## src/rtl/thread_scheduler.sv

```systemverilog
// thread_scheduler: barrel-thread issue controller.
//
// Rotates a thread ID through NUM_THREADS slots (one slot per cycle while
// running), marks each slot live or bubble from the per-thread active mask,
// and carries {valid, tid} down a PIPE_DEPTH-1 stage delay line so writeback
// receives a matching tag. A small IDLE/RUN/DRAIN FSM sequences start, halt
// and drain for the loader/debug host.
//
// Optional build macro: THREAD_SCHED_PERF_CNT_EN adds perf_issued/perf_bubbles.
//
// Ports:
//   clk, reset          core clock, synchronous active-high reset
//   start               pulse, begin issuing (IDLE only; wins over halt_req)
//   halt_req            pulse, stop issuing and drain (RUN only)
//   en_wr/en_wr_tid/en_wr_val  single-bit write to active_mask
//   issue_valid/issue_tid      current issue slot
//   wb_valid/wb_tid            issue slot delayed PIPE_DEPTH-1 cycles
//   active_mask         current enable mask
//   busy                state != IDLE
//   drained             one-cycle pulse when the last in-flight slot reaches wb
//   perf_issued/perf_bubbles   (optional) saturating slot counters
module thread_scheduler #(
  parameter int NUM_THREADS = 32,
  parameter int PIPE_DEPTH  = 19,
  parameter logic [NUM_THREADS-1:0] INIT_MASK = {NUM_THREADS{1'b1}},
  localparam int TID_W = $clog2(NUM_THREADS)
) (
  input  logic                   clk,
  input  logic                   reset,
  input  logic                   start,
  input  logic                   halt_req,
  input  logic                   en_wr,
  input  logic [TID_W-1:0]       en_wr_tid,
  input  logic                   en_wr_val,
  output logic                   issue_valid,
  output logic [TID_W-1:0]       issue_tid,
  output logic                   wb_valid,
  output logic [TID_W-1:0]       wb_tid,
  output logic [NUM_THREADS-1:0] active_mask,
  output logic                   busy,
  output logic                   drained
`ifdef THREAD_SCHED_PERF_CNT_EN
  ,
  output logic [31:0]            perf_issued,
  output logic [31:0]            perf_bubbles
`endif
);

  localparam int CNT_W    = $clog2(PIPE_DEPTH + 1);
  localparam int LAST_TID = NUM_THREADS - 1;

  typedef enum logic [1:0] {IDLE, RUN, DRAIN} state_t;

  state_t                        state_q, state_d;
  logic [CNT_W-1:0]              drain_cnt;
  logic                          drain_done;
  logic                          slot_gen;
  logic [TID_W-1:0]              slot_tid;
  logic [PIPE_DEPTH-2:0]         vld_pipe;
  logic [PIPE_DEPTH-2:0][TID_W-1:0] tid_pipe;

  // drain_cnt is 1 in the first non-issue cycle, so it hits PIPE_DEPTH-1 in
  // the cycle the last issued slot sits on wb_*.
  assign drain_done = (drain_cnt == CNT_W'(PIPE_DEPTH - 1));

  // Next state plus the slot generated at this edge. The wrap uses an
  // explicit compare so non-power-of-two thread counts rotate correctly.
  always_comb begin
    state_d  = state_q;
    slot_gen = 1'b0;
    slot_tid = issue_tid;
    case (state_q)
      IDLE: begin
        if (start) begin
          state_d  = RUN;
          slot_gen = 1'b1;
          slot_tid = '0;
        end
      end
      RUN: begin
        if (halt_req) begin
          state_d = DRAIN;
        end else begin
          slot_gen = 1'b1;
          slot_tid = (issue_tid == TID_W'(LAST_TID)) ? '0 : issue_tid + TID_W'(1);
        end
      end
      DRAIN: begin
        if (drain_done) state_d = IDLE;
      end
      default: state_d = IDLE;
    endcase
  end

  always_ff @(posedge clk) begin
    if (reset) begin
      state_q     <= IDLE;
      issue_valid <= 1'b0;
      issue_tid   <= '0;
      drain_cnt   <= CNT_W'(1);
      drained     <= 1'b0;
      active_mask <= INIT_MASK;
      vld_pipe    <= '0;
      tid_pipe    <= '0;
    end else begin
      state_q     <= state_d;
      // Mask read here sees the pre-edge value, so a same-edge write only
      // affects that thread's next slot.
      issue_valid <= slot_gen & active_mask[slot_tid];
      issue_tid   <= slot_tid;
      drain_cnt   <= (state_q == DRAIN) ? drain_cnt + CNT_W'(1) : CNT_W'(1);
      drained     <= (state_q == DRAIN) && (drain_cnt == CNT_W'(PIPE_DEPTH - 2));
      if (en_wr && (int'(en_wr_tid) < NUM_THREADS))
        active_mask[en_wr_tid] <= en_wr_val;
      vld_pipe    <= {vld_pipe[PIPE_DEPTH-3:0], issue_valid};
      tid_pipe    <= {tid_pipe[PIPE_DEPTH-3:0], issue_tid};
    end
  end

  assign wb_valid = vld_pipe[PIPE_DEPTH-2];
  assign wb_tid   = tid_pipe[PIPE_DEPTH-2];
  assign busy     = (state_q != IDLE);

`ifdef THREAD_SCHED_PERF_CNT_EN
  // Counts the slots presented while in RUN; frozen outside RUN.
  always_ff @(posedge clk) begin
    if (reset || (state_q == IDLE && start)) begin
      perf_issued  <= '0;
      perf_bubbles <= '0;
    end else if (state_q == RUN) begin
      if (issue_valid) begin
        if (perf_issued != 32'hFFFF_FFFF) perf_issued <= perf_issued + 32'd1;
      end else begin
        if (perf_bubbles != 32'hFFFF_FFFF) perf_bubbles <= perf_bubbles + 32'd1;
      end
    end
  end
`endif

endmodule

```

## config.mk

```make
export PLATFORM = sky130hd
export DESIGN_NAME = thread_scheduler
export DESIGN_NICKNAME = d
export VERILOG_FILES = /design/src/rtl/thread_scheduler.sv
export SDC_FILE = /design/constraint.sdc
export NUM_CORES = 1
export LEC_CHECK = 0
export CAP_MARGIN = 20
export CORE_MARGIN = 5
export CORE_UTILIZATION = 60
export CTS_BUF_LIST = sky130_fd_sc_hd__clkbuf_8 sky130_fd_sc_hd__clkbuf_16
export CTS_CLUSTER_SIZE = 28
export DETAILED_ROUTE_END_ITERATION = 16
export GPL_TIMING_DRIVEN = 0
export PLACE_DENSITY = 0.84
export SETUP_SLACK_MARGIN = 0.5
export SLEW_MARGIN = 20
export SYNTH_ARGS = -nofsm -noshare
export SYNTH_HDL_FRONTEND = slang
export SYNTH_SLANG_ARGS = --single-unit
```

## constraint.sdc

```tcl
create_clock -name clk -period 4 [get_ports clk]
set_input_delay 0.4 -clock clk [delete_from_list [all_inputs] [get_ports clk]]
set_output_delay 0.4 -clock clk [all_outputs]
set_load 0.005 [all_outputs]
```

==> impl_results.md <==
* Status: finished, final reports clean
* Yosys warnings at 0
* GRT Overall Usage at 0.194
* Setup TNS at 0 ns
* CTS sink count at 154
* Area contributors post-synth: dfxtp_1 58%, nor2b_1 14%, a311o_1 3.0%
* # Max-Cap Violations at 0
* Root Buffer: clkbuf_8
* Top_reg_cell synth: dfxtp_1
* Port Buffers at 55
* Routed length per placed instance at 15.1 um
* Slowest cell delay on critical path at 0.52 ns
* Drt pass-1 iters at 5
* Placer congestion estimate at 0.830
* Synthesized Nets at 493
* Syn avg cell area at approximately 11 um2
* DRC violations left at 0
* Max VDD drop at roughly 0.00043 V
* Most frequent cells in the layout: 154 x dfxtp_1, 124 x nor2b_1, 55 x clkdlybuf4s50_1
* Synth Instances at 477
* Distinct cells, synth at 55
* Commonest non-fill, non-tap cell in the layout: dfxtp_1
* Setup violators final at 0
* DP HPWL at 6700 um
* H-tree depth at 4
* DR vias/cell at 5.31
* Die Y at between 100 and 150 um
* CTS resizes at 0
* Reg-to-reg endpoint: issue_valid
* Leading area contributor after synthesis: dfxtp_1
* Leakage at about 0.0025 uW
* Hold_ws at 0.305 ns
* CTS max path bufs at 2
* Layout Skew at 0.00853 ns
* Critical path endpoint category: flop
* First-iteration detailed-routing DRC count at 145
* Nets at 567
* Worst r2r path cells at 10
* Share of the synthesized area in the top cell type at 0.576
* Peak Freq at 356 MHz
* Vias in the first global route at 3634
* Initial antenna violation count at 0
* Pwr dens at 489 nW/um2
* Fin. Hold Viols at 0
* Slew margin rel. at 0.345
* Cell Area, Synth at around 5400 um2
* Post-Layout Cell Count at 672
* Critical path required time at approximately 4.4 ns
* Clk slew on worst S/H paths at 0.06 ns
* Flops & latches, synth at 154
* # IOs at 57
* Reg2Reg Launch Point: issue_tid[1]
* CTS tree: built
* Worst-path cell chain: ha_1 -> and3_1 -> ha_1 -> o21bai_1 -> a21oi_1 -> a2bb2oi_1 -> inv_1 -> o31a_1 -> o211a_1 -> o221a_1
* Startpoint class of the critical path: flop
* Initial Utilization at 0.613
* Num CTS Buffers at 17
* DIE AREA at ~11000 um2
* Post-DRT Antenna Nets at 0
* Crit share post-route at 0.702
* Final Critical Period at 2.81 ns
* Reg-to-reg slack, setup at 1.19 ns
* Largest net degree at the start of global routing at 17
* Hold Path Depth at 4
* DP Cell Count at 640
* Crit-path leading delay family: compound AO/OA/AOI/OAI gates
* First-pass GRT wire length at 17300 um
* Drt total wl at between 10000 and 15000 um
* DIE WIDTH at 104 um
* Share of layout cells above drive strength 1 at 0.0993
* Vias after detailed routing at 3569
* Max FO, Critical Path at 6
* Grt ovf at 0
* Sequential area share after synthesis at 0.576
* Worst path most repeated cell: ha_1
* Post-synth EDFFs at 0
* Worst hold endpoint: state_q[1]
* N_diodes at 0
* Fin. max-slew vios at 0
* CP arrival at 3.18 ns
* Row cnt at 34
* Worst skew pair latency at 0.50 ns
* Critical-path top delay cell: dfxtp_1
* Core box area at 8720 um2
* Hold buffer count at CTS at 0
* Worst Hold Class: input pin to flop
* Slew @ Worst Pin at about 0.98 ns
* Postcts setup bufs at 0
* Area growth, synth to finish at 23.7%
* WP buf/inv at 1
* Crit Path Category: flop to flop
* Post-synth ARST share at 0
* Hold Path Origin: halt_req
* RSZ-0062 raised after global routing: false
-- tightest hold or removal path, delay by kind of cell --
kind / cells / cell delay [ns]
buffers and inverters: 2 / 0.19
and+or+nand+nor: 1 / 0.11
AOI/OAI and AO/OA: 1 / 0.05
-- report_power, final --
part / switching [uW] / internal, uW
Combinational: 77.4 / 53.7
Clock: 650 / 903
Sequential: 7.00 / 1540
Total: 735 / 2500
-- flip-flops by register name (all words and copies together) (netlist names) --
signal	count
wb_tid	5
issue_valid	1
issue_tid	5
state_q	2
tid_pipe	85
drained	1
active_mask	32
vld_pipe	18
drain_cnt	5
-- cell usage after synthesis, types with 4 or more instances --
master	number
mux2i_1	10
nor2b_1	124
nand3b_1	5
nand2_1	7
nor3b_1	5
inv_1	4
dfxtp_1	154
ha_1	5
buf_6	4
nand3_1	4
nor2_1	29
a311o_1	16
a211o_1	16
clkbuf_1	21
buf_4	6
a21boi_0	16
-- routing by layer --
layer | share of wire | routed length, um | vias up | track usage
li1 | - | - | 1762 | -
met1 | 0.44 | 4510 | 1711 | 0.247
met2 | 0.50 | 5020 | 85 | 0.314
met3 | 0.048 | 489 | 11 | 0.0552
met4 | 0.012 | 119 | 0 | 0.0657
met5 | 0 | 0 | - | 0
-- worst max-delay path by stage --
stage                      start     endpoint  slack (ns)  depth (start not counted)
global route        issue_tid[1]  issue_valid        1.05                         10
floorplan           issue_tid[1]  issue_valid        1.59                          8
CTS                 issue_tid[1]  issue_valid        1.22                         11
global placement           start  issue_valid        1.11                          7
detailed placement         start  issue_valid        1.11                          7
finish              issue_tid[1]  issue_valid        1.19                         10
-- cells by family (layout without fill, tap and decap cells) --
group,after synthesis,count (layout),share of synthesized area
mux,16,16,0.0412
fa+ha+maj,5,5,0.0117
simple gates,196,196,0.217
xor+xnor,3,3,0.00491
compound gates,67,67,0.114
buf+inv,36,123,0.0351
flops,154,154,0.576
-- layout make-up --
class / instances / area, um2
clock buffers: 17 / 414
fillers: 552 / 2100
flip-flops and latches: 154 / 3080
well taps: 108 / 135
clock inverters: 15 / 166
plain buffers: 32 / 173
multi-input cells: 287 / 2080
inverters: 4 / 15.0
repair buffers: 55 / 551
-- metrics by stage --
stage	util	total power, uW	setup slack [ns]	cell area [um2]
after CTS	0.759	3260	1.22	6620
after detailed placement	0.692	1710	1.11	6040
final	0.759	3230	1.19	6620
after global routing	0.759	3340	1.05	6620
after floorplan	-	1660	1.59	5350
after global placement	0.692	1710	1.11	6040
No activity file was read; power rests on OpenSTA's default activity.
